### config.mk
export PLATFORM = sky130hd
export DESIGN_NAME = slink_wr_arb
export DESIGN_NICKNAME = d
export VERILOG_FILES = /design/src/rtl/slink_wr_arb_pkg.sv /design/src/rtl/slink_wr_arb_hold_timer.sv /design/src/rtl/slink_wr_arb.sv
export SDC_FILE = /design/constraint.sdc
export NUM_CORES = 1
export LEC_CHECK = 0
export ABC_CLOCK_PERIOD_IN_PS = 2240
export BUFFER_PORTS_ARGS = -buffer_cell sky130_fd_sc_hd__clkbuf_2
export CAP_MARGIN = 20
export CELL_PAD_IN_SITES_DETAIL_PLACEMENT = 1
export CELL_PAD_IN_SITES_GLOBAL_PLACEMENT = 1
export CORE_ASPECT_RATIO = 2
export CORE_MARGIN = 2
export CORE_UTILIZATION = 25
export DETAILED_ROUTE_END_ITERATION = 10
export HOLD_SLACK_MARGIN = 0.1
export PLACE_DENSITY_LB_ADDON = 0.25
export SYNTH_ARGS = -nofsm -noshare
export SYNTH_HDL_FRONTEND = slang
export SYNTH_SLANG_ARGS = --single-unit
### constraint.sdc
create_clock -name clk -period 2.24 [get_ports clk]
set_input_delay 0.448 -clock clk [delete_from_list [all_inputs] [get_ports clk]]
set_output_delay 0.448 -clock clk [all_outputs]
set_load 0.005 [all_outputs]
### src/rtl/slink_wr_arb_pkg.sv
// Shared sync-link constants: arbiter state encoding, timing defaults,
// done-marker values and the write-beat record used on the AFPGA port.
package slink_wr_arb_pkg;

    typedef enum logic [1:0] {
        ST_IDLE = 2'd0,
        ST_GNT0 = 2'd1,
        ST_GNT1 = 2'd2,
        ST_GAP  = 2'd3
    } arb_state_t;

    localparam logic [12:0] HOLD_MAX_DEF = 13'd4100;
    localparam logic [1:0]  GAP_CYC_DEF  = 2'd1;

    // Done marker written by the local status writer at the end of a frame.
    localparam logic [22:0] DONE_ADDR = 23'd2050;
    localparam logic [7:0]  DONE_DATA = 8'd34;

    typedef struct packed {
        logic        wen;
        logic [22:0] waddr;
        logic [7:0]  wdata;
    } slink_wr_t;

    localparam slink_wr_t WR_IDLE = '0;

    // IDLE arbitration: a lone requester wins; on a tie the requester that
    // was not served last wins.
    function automatic arb_state_t pick_grant(
        input logic req0,
        input logic req1,
        input logic last_id
    );
        arb_state_t result;
        result = ST_IDLE;
        if (req0 && (!req1 || last_id)) begin
            result = ST_GNT0;
        end else if (req1) begin
            result = ST_GNT1;
        end
        return result;
    endfunction

endpackage

### src/rtl/slink_wr_arb_hold_timer.sv
// Grant-duration counter: cleared while no grant is active, counts grant
// cycles, and flags the cycle in which the grant reaches its limit.
module slink_hold_timer
    import slink_wr_arb_pkg::*;
#(
    parameter logic [12:0] TERM = HOLD_MAX_DEF
) (
    input  logic clk,
    input  logic reset,
    input  logic clr,
    input  logic en,
    output logic term
);

    logic [12:0] cnt;

    // NOTE: sequential state is updated with <= so every flop samples the
    // pre-edge value of every other flop, independent of statement order.
    always_ff @(posedge clk) begin
        if (reset || clr) begin
            cnt <= '0;
        end else if (en) begin
            cnt <= cnt + 13'd1;
        end
    end

    // cnt is 0 in the first granted cycle, so TERM-1 marks the TERM-th one.
    assign term = en && (cnt == TERM - 13'd1);

endmodule

### src/rtl/slink_wr_arb.sv
// Two-requester write arbiter for the sync-link AFPGA write port, with a
// bounded grant duration and an enforced idle gap between grants.
module slink_wr_arb
    import slink_wr_arb_pkg::*;
#(
    parameter logic [12:0] HOLD_MAX = HOLD_MAX_DEF,
    parameter logic [1:0]  GAP_CYC  = GAP_CYC_DEF
) (
    input  logic        clk,
    input  logic        reset,
    input  logic        req0,
    input  logic        req1,
    input  logic        wen0,
    input  logic        wen1,
    input  logic [22:0] waddr0,
    input  logic [22:0] waddr1,
    input  logic [7:0]  wdata0,
    input  logic [7:0]  wdata1,
    output logic        gnt0,
    output logic        gnt1,
    output logic        slink_wen,
    output logic [22:0] slink_waddr,
    output logic [7:0]  slink_data,
    output logic        hold_err,
    output logic        err_src
);

    // A zero gap setting still spends one cycle in GAP.
    localparam logic [1:0] GAP_LAST = (GAP_CYC == 2'd0) ? 2'd0 : GAP_CYC - 2'd1;

    arb_state_t state, state_nxt;
    logic       last_id;
    logic [1:0] gap_cnt;
    logic       in_gnt;
    logic       gnt_id;
    logic       owner_req;
    logic       hold_term;
    logic       forced_rel;
    slink_wr_t  wr0, wr1, wr_sel, bus_q;

    assign wr0       = {wen0, waddr0, wdata0};
    assign wr1       = {wen1, waddr1, wdata1};
    assign in_gnt    = (state == ST_GNT0) || (state == ST_GNT1);
    assign gnt_id    = (state == ST_GNT1);
    assign wr_sel    = gnt_id ? wr1 : wr0;
    assign owner_req = gnt_id ? req1 : req0;

    slink_hold_timer #(
        .TERM (HOLD_MAX)
    ) u_hold_timer (
        .clk   (clk),
        .reset (reset),
        .clr   (!in_gnt),
        .en    (in_gnt),
        .term  (hold_term)
    );

    // NOTE: every signal written here gets a default first, so no path can
    // leave it unassigned and infer a latch.
    always_comb begin
        state_nxt  = state;
        forced_rel = 1'b0;
        unique case (state)
            ST_IDLE: state_nxt = pick_grant(req0, req1, last_id);
            ST_GNT0, ST_GNT1: begin
                // A release on the limit cycle is a normal release.
                if (!owner_req) begin
                    state_nxt = ST_GAP;
                end else if (hold_term) begin
                    state_nxt  = ST_GAP;
                    forced_rel = 1'b1;
                end
            end
            ST_GAP: if (gap_cnt >= GAP_LAST) state_nxt = ST_IDLE;
            default: state_nxt = ST_IDLE;
        endcase
    end

    always_ff @(posedge clk) begin
        if (reset) begin
            state <= ST_IDLE;
        end else begin
            state <= state_nxt;
        end
    end

    always_ff @(posedge clk) begin
        if (reset) begin
            last_id  <= 1'b1;
            gap_cnt  <= 2'd0;
            hold_err <= 1'b0;
            err_src  <= 1'b0;
            gnt0     <= 1'b0;
            gnt1     <= 1'b0;
            bus_q    <= WR_IDLE;
        end else begin
            gnt0    <= (state_nxt == ST_GNT0);
            gnt1    <= (state_nxt == ST_GNT1);
            gap_cnt <= (state == ST_GAP) ? gap_cnt + 2'd1 : 2'd0;

            // Only the current owner is forwarded; the beat sampled on a
            // forced-release cycle is dropped, a normal release keeps it.
            if (in_gnt && !forced_rel) begin
                bus_q <= wr_sel;
            end else begin
                bus_q <= WR_IDLE;
            end

            if (in_gnt && (state_nxt == ST_GAP)) begin
                last_id <= gnt_id;
            end

            if (forced_rel) begin
                hold_err <= 1'b1;
                err_src  <= gnt_id;
            end
        end
    end

    assign slink_wen   = bus_q.wen;
    assign slink_waddr = bus_q.waddr;
    assign slink_data  = bus_q.wdata;

endmodule

==> impl_metrics.toml, run 1 <==
[run_status]
outcome = "completed"

[power_and_ir_drop]
pwr-share-comb_pct = 14.0
peakVddDrop_uv = 338
seq_power_share_pct = 48.2
switching_share_pct = 23.5
powerDensity_nw_per_um2 = 714
clockPowerShare_pct = 37.8
p_int_mw = 1.56
switchingPower_mw = 0.481
p_leak_nw = 1.30

[floorplanning]
die_x_um = 68.6
die_y_um = 133
die_area_um2 = 9140
start_util_pct = 25.5
rows = 47
io_pins = 104
core_area_um2 = 8170

[critical_path]
critPathArrivalTime_ns = 2.28
path_class = "flop to flop"
cp-end-kind = "flop"
reg2reg_depth = 6
r2r-start = "state[0]"
rr_endpoint = "gnt1"
worstPathRequired_ns = 2.45
worstPathMaxFanout = 9
start_kind = "flop"
r2r_slack_ns = 0.17

[drt]
wl_per_cell_um = 13.3
routed_wl_mm = 5.55
drc = 0
drt_first_pass_iters = 3
num_vias = 1875
first_iter_violations = 55
viasPerCell = 4.51
final_antenna_net_count = 0

[place]
placed_cells = 408
gp_congestion = 0.730
dpl.hpwl_mm = 4.51
port_buffers = 103

[cts]
cts-buffers-inserted = 5
clk_pin_slew_ns = 0.06
cts_tree = "built"
cts_resized = 0
hold_buffers = 0
cts_root_buffer = "clkbuf_16"
htree_num_levels = 2
cts.sinks = 52
clk_latency_ns = 0.29
cts_setup_buffers = 0
cts_buffer_depth = 2

[hold_path]
holdCritStartpoint = "waddr0[7]"
hp-class = "input pin to flop"
min_to = "slink_waddr[7]"
holdPathStages = 3

[global_route]
grt_antenna_before_repair = 0
grt_pass1_wl_mm = 9.08
grt_start_max_net_pins = 32
grt_overflow = 0
grt_pass1_vias = 1974
grt_use_total_pct = 13.4

[final_layout]
diodes = 0
layout.nets = 388
synthToLayoutAreaGrowth_pct = 37.2
layout_commonest_cell = "clkbuf_2"
fin_cells = 416
final_cell_mix = "clkbuf_2 (103), dfxtp_1 (52), nor2_1 (47)"
layout.core_utilization_pct = 35.0
drive_above_1_share_pct = 38.1

[timing]
period_needed_ns = 2.07
finalSetupTns_ns = 0
fin_crit_sh_pct = 92.3
max_freq_mhz = 484
report.final.slew_viol_count = 0
slew_headroom_pct = 65.8
tightest_slew_ns = 0.514
rsz0062_at_grt = "false"
skew_ns = 0.00360
finalSetupViolCount = 0
hold_violations = 0

[yosys]
ys_warn_count = 0
synth_area_um2 = 2090
syn_avg_cell_area_um2 = 9.80
synth_fp_nets = 284
ys_seq_area_share_pct = 49.9
syn_inst = 213
synth_seq_cells = 52
yosysUniqueCellTypes = 38

[flow_run]
cap_violations = 0
## power by group through the flow
stage,Sequential [mW],Combinational [mW],Clock (mW)
finish,0.985,0.286,0.773
global route,0.990,0.326,0.846
detailed placement,1.01,0.296,0
floorplan,1.01,0.149,0
CTS,0.986,0.297,0.814
global placement,1.01,0.291,0
## routing by layer
layer	global-route usage (%)	wire length, um	vias up
met3	3.72	346	11
met4	7.33	200	0
met1	12.2	1810	870
met2	24.8	3190	65
met5	0	0	-
li1	-	-	929
## cell usage after synthesis (all sizes together)
cell	n	area, um2
nor2	47	176
nor4b	3	26.3
nand2	7	26.3
a21oi	5	25.0
dfxtp	52	1040
a211o	1	8.76
a31oi	1	6.26
xor2	5	43.8
and3b	1	10.0
buf	8	50.0
nand2b	2	12.5
a221oi	1	15.0
nand3	5	25.0
ha	3	37.5
o21ai	2	10.0
nor4	2	12.5
and2	2	12.5
clkbuf	3	11.3
or2	1	6.26
o211a	1	10.0
or4	1	11.3
a41o	1	10.0
xnor2	4	35.0
and3	2	13.8
a21o	2	16.3
inv	4	15.0
mux2i	33	330
nand4	3	18.8
nor3	4	20.0
nor2b	3	18.8
or3	1	6.26
o31ai	1	7.51
and4	2	17.5
## state kept, by name, summed over array words and instances (netlist names)
register and cells:
slink_waddr 23, u_hold_timer.cnt 13, gnt1 1, err_src 1
state 2, last_id 1, slink_wen 1, gnt0 1
hold_err 1, slink_data 8
## worst max path at each step
stage / startpoint / end / slack, ns
2_1_floorplan: state[0] / gnt1 / 0.29
3_3_place_gp: state[0] / gnt1 / 0.20
3_5_place_dp: state[0] / gnt1 / 0.17
4_1_cts: state[0] / gnt0 / 0.16
5_1_grt: state[0] / gnt0 / 0.005
6_report: state[0] / gnt1 / 0.17
## critical path, stage by stage (launching register included)
cell,delay (ns)
dfxtp_1,0.37
inv_1,0.08
ha_1,0.36
nor4b_1,0.16
and4_1,0.28
or4_4,0.51
a221oi_2,0.24
## stage by stage
step                      power (mW)  hold WS [ns]  setup slack, ns  cell area, um2
after floorplan                 1.16         0.426            0.287            2090
after global placement          1.30         0.445            0.202            2720
after detailed placement        1.30         0.463            0.174            2720
after CTS                       2.10         0.381            0.156            2860
after global routing            2.16         0.400          0.00503            2860
final                           2.04         0.386            0.172            2860
## cells by family after synthesis
kind of cell / share of synthesized area [%]
compound gates: 5.22
xor+xnor: 3.78
simple gates: 19.8
buf+inv: 3.66
mux: 15.8
fa+ha+maj: 1.80
flops: 49.9
## layout make-up
type	count	area, um2
repair buffers	108	566
flip-flops and latches	52	1040
inverters	4	15.0
well taps	98	123
fillers	980	5310
multi-input cells	146	972
clock buffers	8	146
(Power assumes the default switching activity.)
==> run 2: changes to the inputs <==
--- a/config.mk
+++ b/config.mk
@@ -12,10 +12,11 @@
 export CELL_PAD_IN_SITES_GLOBAL_PLACEMENT = 1
 export CORE_ASPECT_RATIO = 2
 export CORE_MARGIN = 2
-export CORE_UTILIZATION = 25
+export CORE_UTILIZATION = 32
 export DETAILED_ROUTE_END_ITERATION = 10
 export HOLD_SLACK_MARGIN = 0.1
 export PLACE_DENSITY_LB_ADDON = 0.25
+export RECOVER_POWER = 50
 export SYNTH_ARGS = -nofsm -noshare
 export SYNTH_HDL_FRONTEND = slang
 export SYNTH_SLANG_ARGS = --single-unit
==> run 2 against run 1 <==
Effect of this change:
- global-route usage up 3.6 points
- register-to-register slack worse by 0.03 ns
- fmax down 1.6%
- via count up 1.8%
- critical path depth unchanged
- count of clock-buffer cells in the layout down 3
- die area down 21%
- critical path type unchanged
- critical endpoint unchanged
==> impl_metrics.toml, run 2 (synthesis gave the netlist of run 1 again) <==
[drt]
routed_wl_mm = 5.51
first_iter_violations = 39
drt_first_pass_iters = 4
final_antenna_net_count = 0
viasPerCell = 4.73
drc = 0
wl_per_cell_um = 13.7
num_vias = 1908

[cts]
clk_latency_ns = 0.29
cts-buffers-inserted = 5
cts_resized = 0
htree_num_levels = 2
hold_buffers = 0
cts.sinks = 52
cts_tree = "built"
cts_setup_buffers = 0
clk_pin_slew_ns = 0.06
cts_buffer_depth = 2
cts_root_buffer = "clkbuf_16"

[timing]
skew_ns = 0.00393
period_needed_ns = 2.10
max_freq_mhz = 476
fin_crit_sh_pct = 93.8
finalSetupTns_ns = 0
tightest_slew_ns = 0.554
rsz0062_at_grt = "false"
slew_headroom_pct = 63.0
report.final.slew_viol_count = 0
hold_violations = 0
finalSetupViolCount = 0

[critical_path]
critPathArrivalTime_ns = 2.31
worstPathMaxFanout = 9
worstPathRequired_ns = 2.45
cp-end-kind = "flop"
start_kind = "flop"
path_class = "flop to flop"

[place]
port_buffers = 103
placed_cells = 395
gp_congestion = 0.800
dpl.hpwl_mm = 4.47

[final_layout]
layout_commonest_cell = "clkbuf_2"
fin_cells = 403
layout.nets = 387
synthToLayoutAreaGrowth_pct = 35.5
largest_reg_flops = 23
drive_above_1_share_pct = 29.7
diodes = 0
final_cell_mix = "clkbuf_2 (75), dfxtp_1 (52), nor2_1 (47)"

[global_route]
grt_antenna_before_repair = 0
grt_use_total_pct = 17.0
grt_pass1_vias = 2064
grt_pass1_wl_mm = 9.16
grt_start_max_net_pins = 36
grt_overflow = 0

[flow_run]
cap_violations = 0

[floorplanning]
die_y_um = 118
die_area_um2 = 7220
core_area_um2 = 6310
start_util_pct = 33.1
die_x_um = 61.1
rows = 41
io_pins = 104

[power_and_ir_drop]
peakVddDrop_uv = 585
powerDensity_nw_per_um2 = 750
finalPower_mw = 2.12
p_leak_nw = 1.20

[hold_path]
hp-class = "input pin to flop"

[run_status]
outcome = "completed"
run 2: critical path, cell delays in order, from the launching register on:
cell and delay (ns):
dfxtp_1 0.37, inv_1 0.08, ha_1 0.35, nor4b_1 0.16, and4_1 0.29, or4_4 0.52
a221oi_2 0.25
run 2: layout make-up:
| cell class | instances | area [um2] |
|---|---|---|
| well taps | 86 | 108 |
| clock buffers | 5 | 125 |
| flip-flops and latches | 52 | 1040 |
| repair buffers | 107 | 519 |
| fillers | 805 | 3480 |
| inverters | 4 | 15.0 |
| multi-input cells | 146 | 977 |
| clock inverters | 3 | 42.5 |
run 2: worst paths after layout:
kind                       start             endpoint  slack, ns  cells after the start
max                     state[0]                 gnt1       0.14                      6
min                   waddr1[20]      slink_waddr[20]       0.39                      3
max reg2reg             state[0]                 gnt1       0.14                      6
min reg2reg  u_hold_timer.cnt[0]  u_hold_timer.cnt[0]       0.47                      1
run 2: per-stage QoR:
stage / hold WS [ns] / area [um2] / setup WS (ns) / utilization [%]
2_1_floorplan: 0.426 / 2090 / 0.287 / -
3_3_place_gp: 0.442 / 2690 / 0.221 / 42.7
3_5_place_dp: 0.458 / 2690 / 0.119 / 42.7
4_1_cts: 0.387 / 2860 / 0.102 / 45.4
5_1_grt: 0.398 / 2830 / 0.0674 / 44.8
6_report: 0.385 / 2830 / 0.138 / 44.8
run 2: report_power, final:
| group | total [mW] | switching [mW] | internal (mW) |
|---|---|---|---|
| clock | 0.856 | 0.332 | 0.525 |
| sequential | 0.986 | 0.0161 | 0.970 |
| combinational | 0.278 | 0.140 | 0.138 |
| total | 2.12 | 0.488 | 1.63 |
run 2: metal layers:
metal  track usage (%)  part of all wire (%)
met5                 0                     0
met4              7.74                   2.8
met3              4.70                   6.1
met2              32.3                    60
met1              14.9                    31
==> run 3: changes to the inputs <==
--- a/config.mk
+++ b/config.mk
@@ -14,9 +14,10 @@
 export CORE_MARGIN = 2
 export CORE_UTILIZATION = 32
 export DETAILED_ROUTE_END_ITERATION = 10
+export GPL_TIMING_DRIVEN = 0
 export HOLD_SLACK_MARGIN = 0.1
 export PLACE_DENSITY_LB_ADDON = 0.25
-export RECOVER_POWER = 50
+export RECOVER_POWER = 25
 export SYNTH_ARGS = -nofsm -noshare
 export SYNTH_HDL_FRONTEND = slang
 export SYNTH_SLANG_ARGS = --single-unit
==> run 3 against run 2 <==
Effect of this change:
- fmax grew 0.45%
- sequential power is essentially flat
- die area is the same
- count of clock-buffer cells in the layout grew 2
- sequential share of layout area shrank 0.25 points
- hold slack lost 0.0022 ns
- clock power shrank 9.3%
- largest cell class unchanged
==> impl_metrics.toml, run 3 (synthesis gave the netlist of run 1 again) <==
[cts]
clk_latency_ns = 0.29
htree_num_levels = 2
cts_buffer_depth = 2
cts_tree = "built"
clk_pin_slew_ns = 0.07
cts.sinks = 52
cts-buffers-inserted = 5
cts_root_buffer = "clkbuf_16"

[critical_path]
critPathArrivalTime_ns = 2.31
cp-end-kind = "flop"
worstPathRequired_ns = 2.45
start_kind = "flop"
worstPathMaxFanout = 9
path_class = "flop to flop"

[floorplanning]
io_pins = 104
die_x_um = 61.1
core_area_um2 = 6310
die_y_um = 118
start_util_pct = 33.1
rows = 41
die_area_um2 = 7220

[final_layout]
drive_above_1_share_pct = 33.7
layout.nets = 393
diodes = 0
final_cell_mix = "clkbuf_2 (86), dfxtp_1 (51), nor2_1 (47)"
largest_reg_flops = 23
layout_commonest_cell = "clkbuf_2"
synthToLayoutAreaGrowth_pct = 36.6

[hold_path]
hp-class = "input pin to flop"

[timing]
max_freq_mhz = 478
hold_violations = 0
report.final.slew_viol_count = 0
period_needed_ns = 2.09
finalSetupTns_ns = 0
tightest_slew_ns = 0.728
slew_headroom_pct = 51.5
timing.hold.ws_ns = 0.383
skew_ns = 0.00579
fin_crit_sh_pct = 93.4
rsz0062_at_grt = "false"
finalSetupViolCount = 0

[power_and_ir_drop]
switching_share_pct = 23.9
peakVddDrop_uv = 494
p_leak_nw = 1.25
powerDensity_nw_per_um2 = 717
switchingPower_mw = 0.489
pwr-share-comb_pct = 13.8
p_int_mw = 1.56
seq_power_share_pct = 48.2
clockPowerShare_pct = 38.0

[drt]
viasPerCell = 4.64
final_antenna_net_count = 0
num_vias = 1898
first_iter_violations = 35
wl_per_cell_um = 13.5
drt_first_pass_iters = 4
drc = 0
routed_wl_mm = 5.52

[global_route]
grt_use_total_pct = 17.2
grt_pass1_vias = 2020
grt_overflow = 0
grt_start_max_net_pins = 16
grt_pass1_wl_mm = 9.20
grt_antenna_before_repair = 0

[flow_run]
cap_violations = 0

[place]
gp_congestion = 0.778
dpl.hpwl_mm = 4.57
port_buffers = 102

[run_status]
outcome = "completed"
run 3: cell types whose count changed in the layout (fill, tap and decap cells not counted), moves of 2 or more:
| cell | before | now |
|---|---|---|
| and2_0 | 2 | 0 |
| and2_1 | 0 | 2 |
| buf_1 | 0 | 2 |
| buf_2 | 0 | 3 |
| clkbuf_1 | 29 | 19 |
| clkbuf_2 | 75 | 86 |
run 3: final timing paths:
check,end,slack [ns],cells after the start,startpoint
max reg2reg,gnt1,0.15,7,state[1]
max,gnt1,0.15,7,state[1]
min,slink_waddr[3],0.38,3,waddr0[3]
min reg2reg,hold_err,0.47,2,hold_err
run 3: what timing repair did:
| action | CTS | global route |
|---|---|---|
| hold buffers | 0 | 0 |
| resized for setup | 0 | 4 |
| buffers inserted | 0 | 0 |
| setup endpoints to repair | 0 | 31 |
run 3: stage by stage:
stage	std cells	worst slack, ns	utilization (%)	area (um2)	power [mW]
detailed placement	401	0.0638	42.9	2710	1.30
finish	409	0.148	45.2	2850	2.04
global placement	401	0.118	42.9	2710	1.29
floorplan	213	0.287	-	2090	1.16
CTS	409	0.0448	45.3	2860	2.08
global route	409	0.0385	45.2	2850	2.15
run 3: metal layers:
metal	routed length [um]	vias to the layer above	track usage, %
met2	3270	63	32.0
met4	113	0	7.34
met1	1740	887	15.4
met3	397	7	5.80
met5	0	-	0
li1	-	941	-
run 3: layout make-up:
| cell class | instances | area (um2) |
|---|---|---|
| buffer | 11 | 63.8 |
| fill | 787 | 3460 |
| tap | 86 | 108 |
| sequential | 52 | 1040 |
| clock inverter | 1 | 7.51 |
| timing repair buffer | 102 | 490 |
| inverter | 4 | 15.0 |
| clock buffer | 7 | 143 |
| multi-input combinational | 146 | 981 |
run 3: power groups by stage:
stage | sequential (mW) | clock (mW) | combinational [mW]
final | 0.986 | 0.776 | 0.283
after global routing | 0.991 | 0.842 | 0.318
after CTS | 0.986 | 0.796 | 0.294
after detailed placement | 1.01 | 0 | 0.293
after global placement | 1.01 | 0 | 0.285
after floorplan | 1.01 | 0 | 0.149
run 3: critical path, cell delays in order, from the launching register on:
cell	delay [ns]
dfxtp_1	0.39
inv_1	0.07
ha_1	0.34
nor4b_2	0.18
and4_1	0.19
buf_6	0.14
or4_4	0.47
a221oi_2	0.24
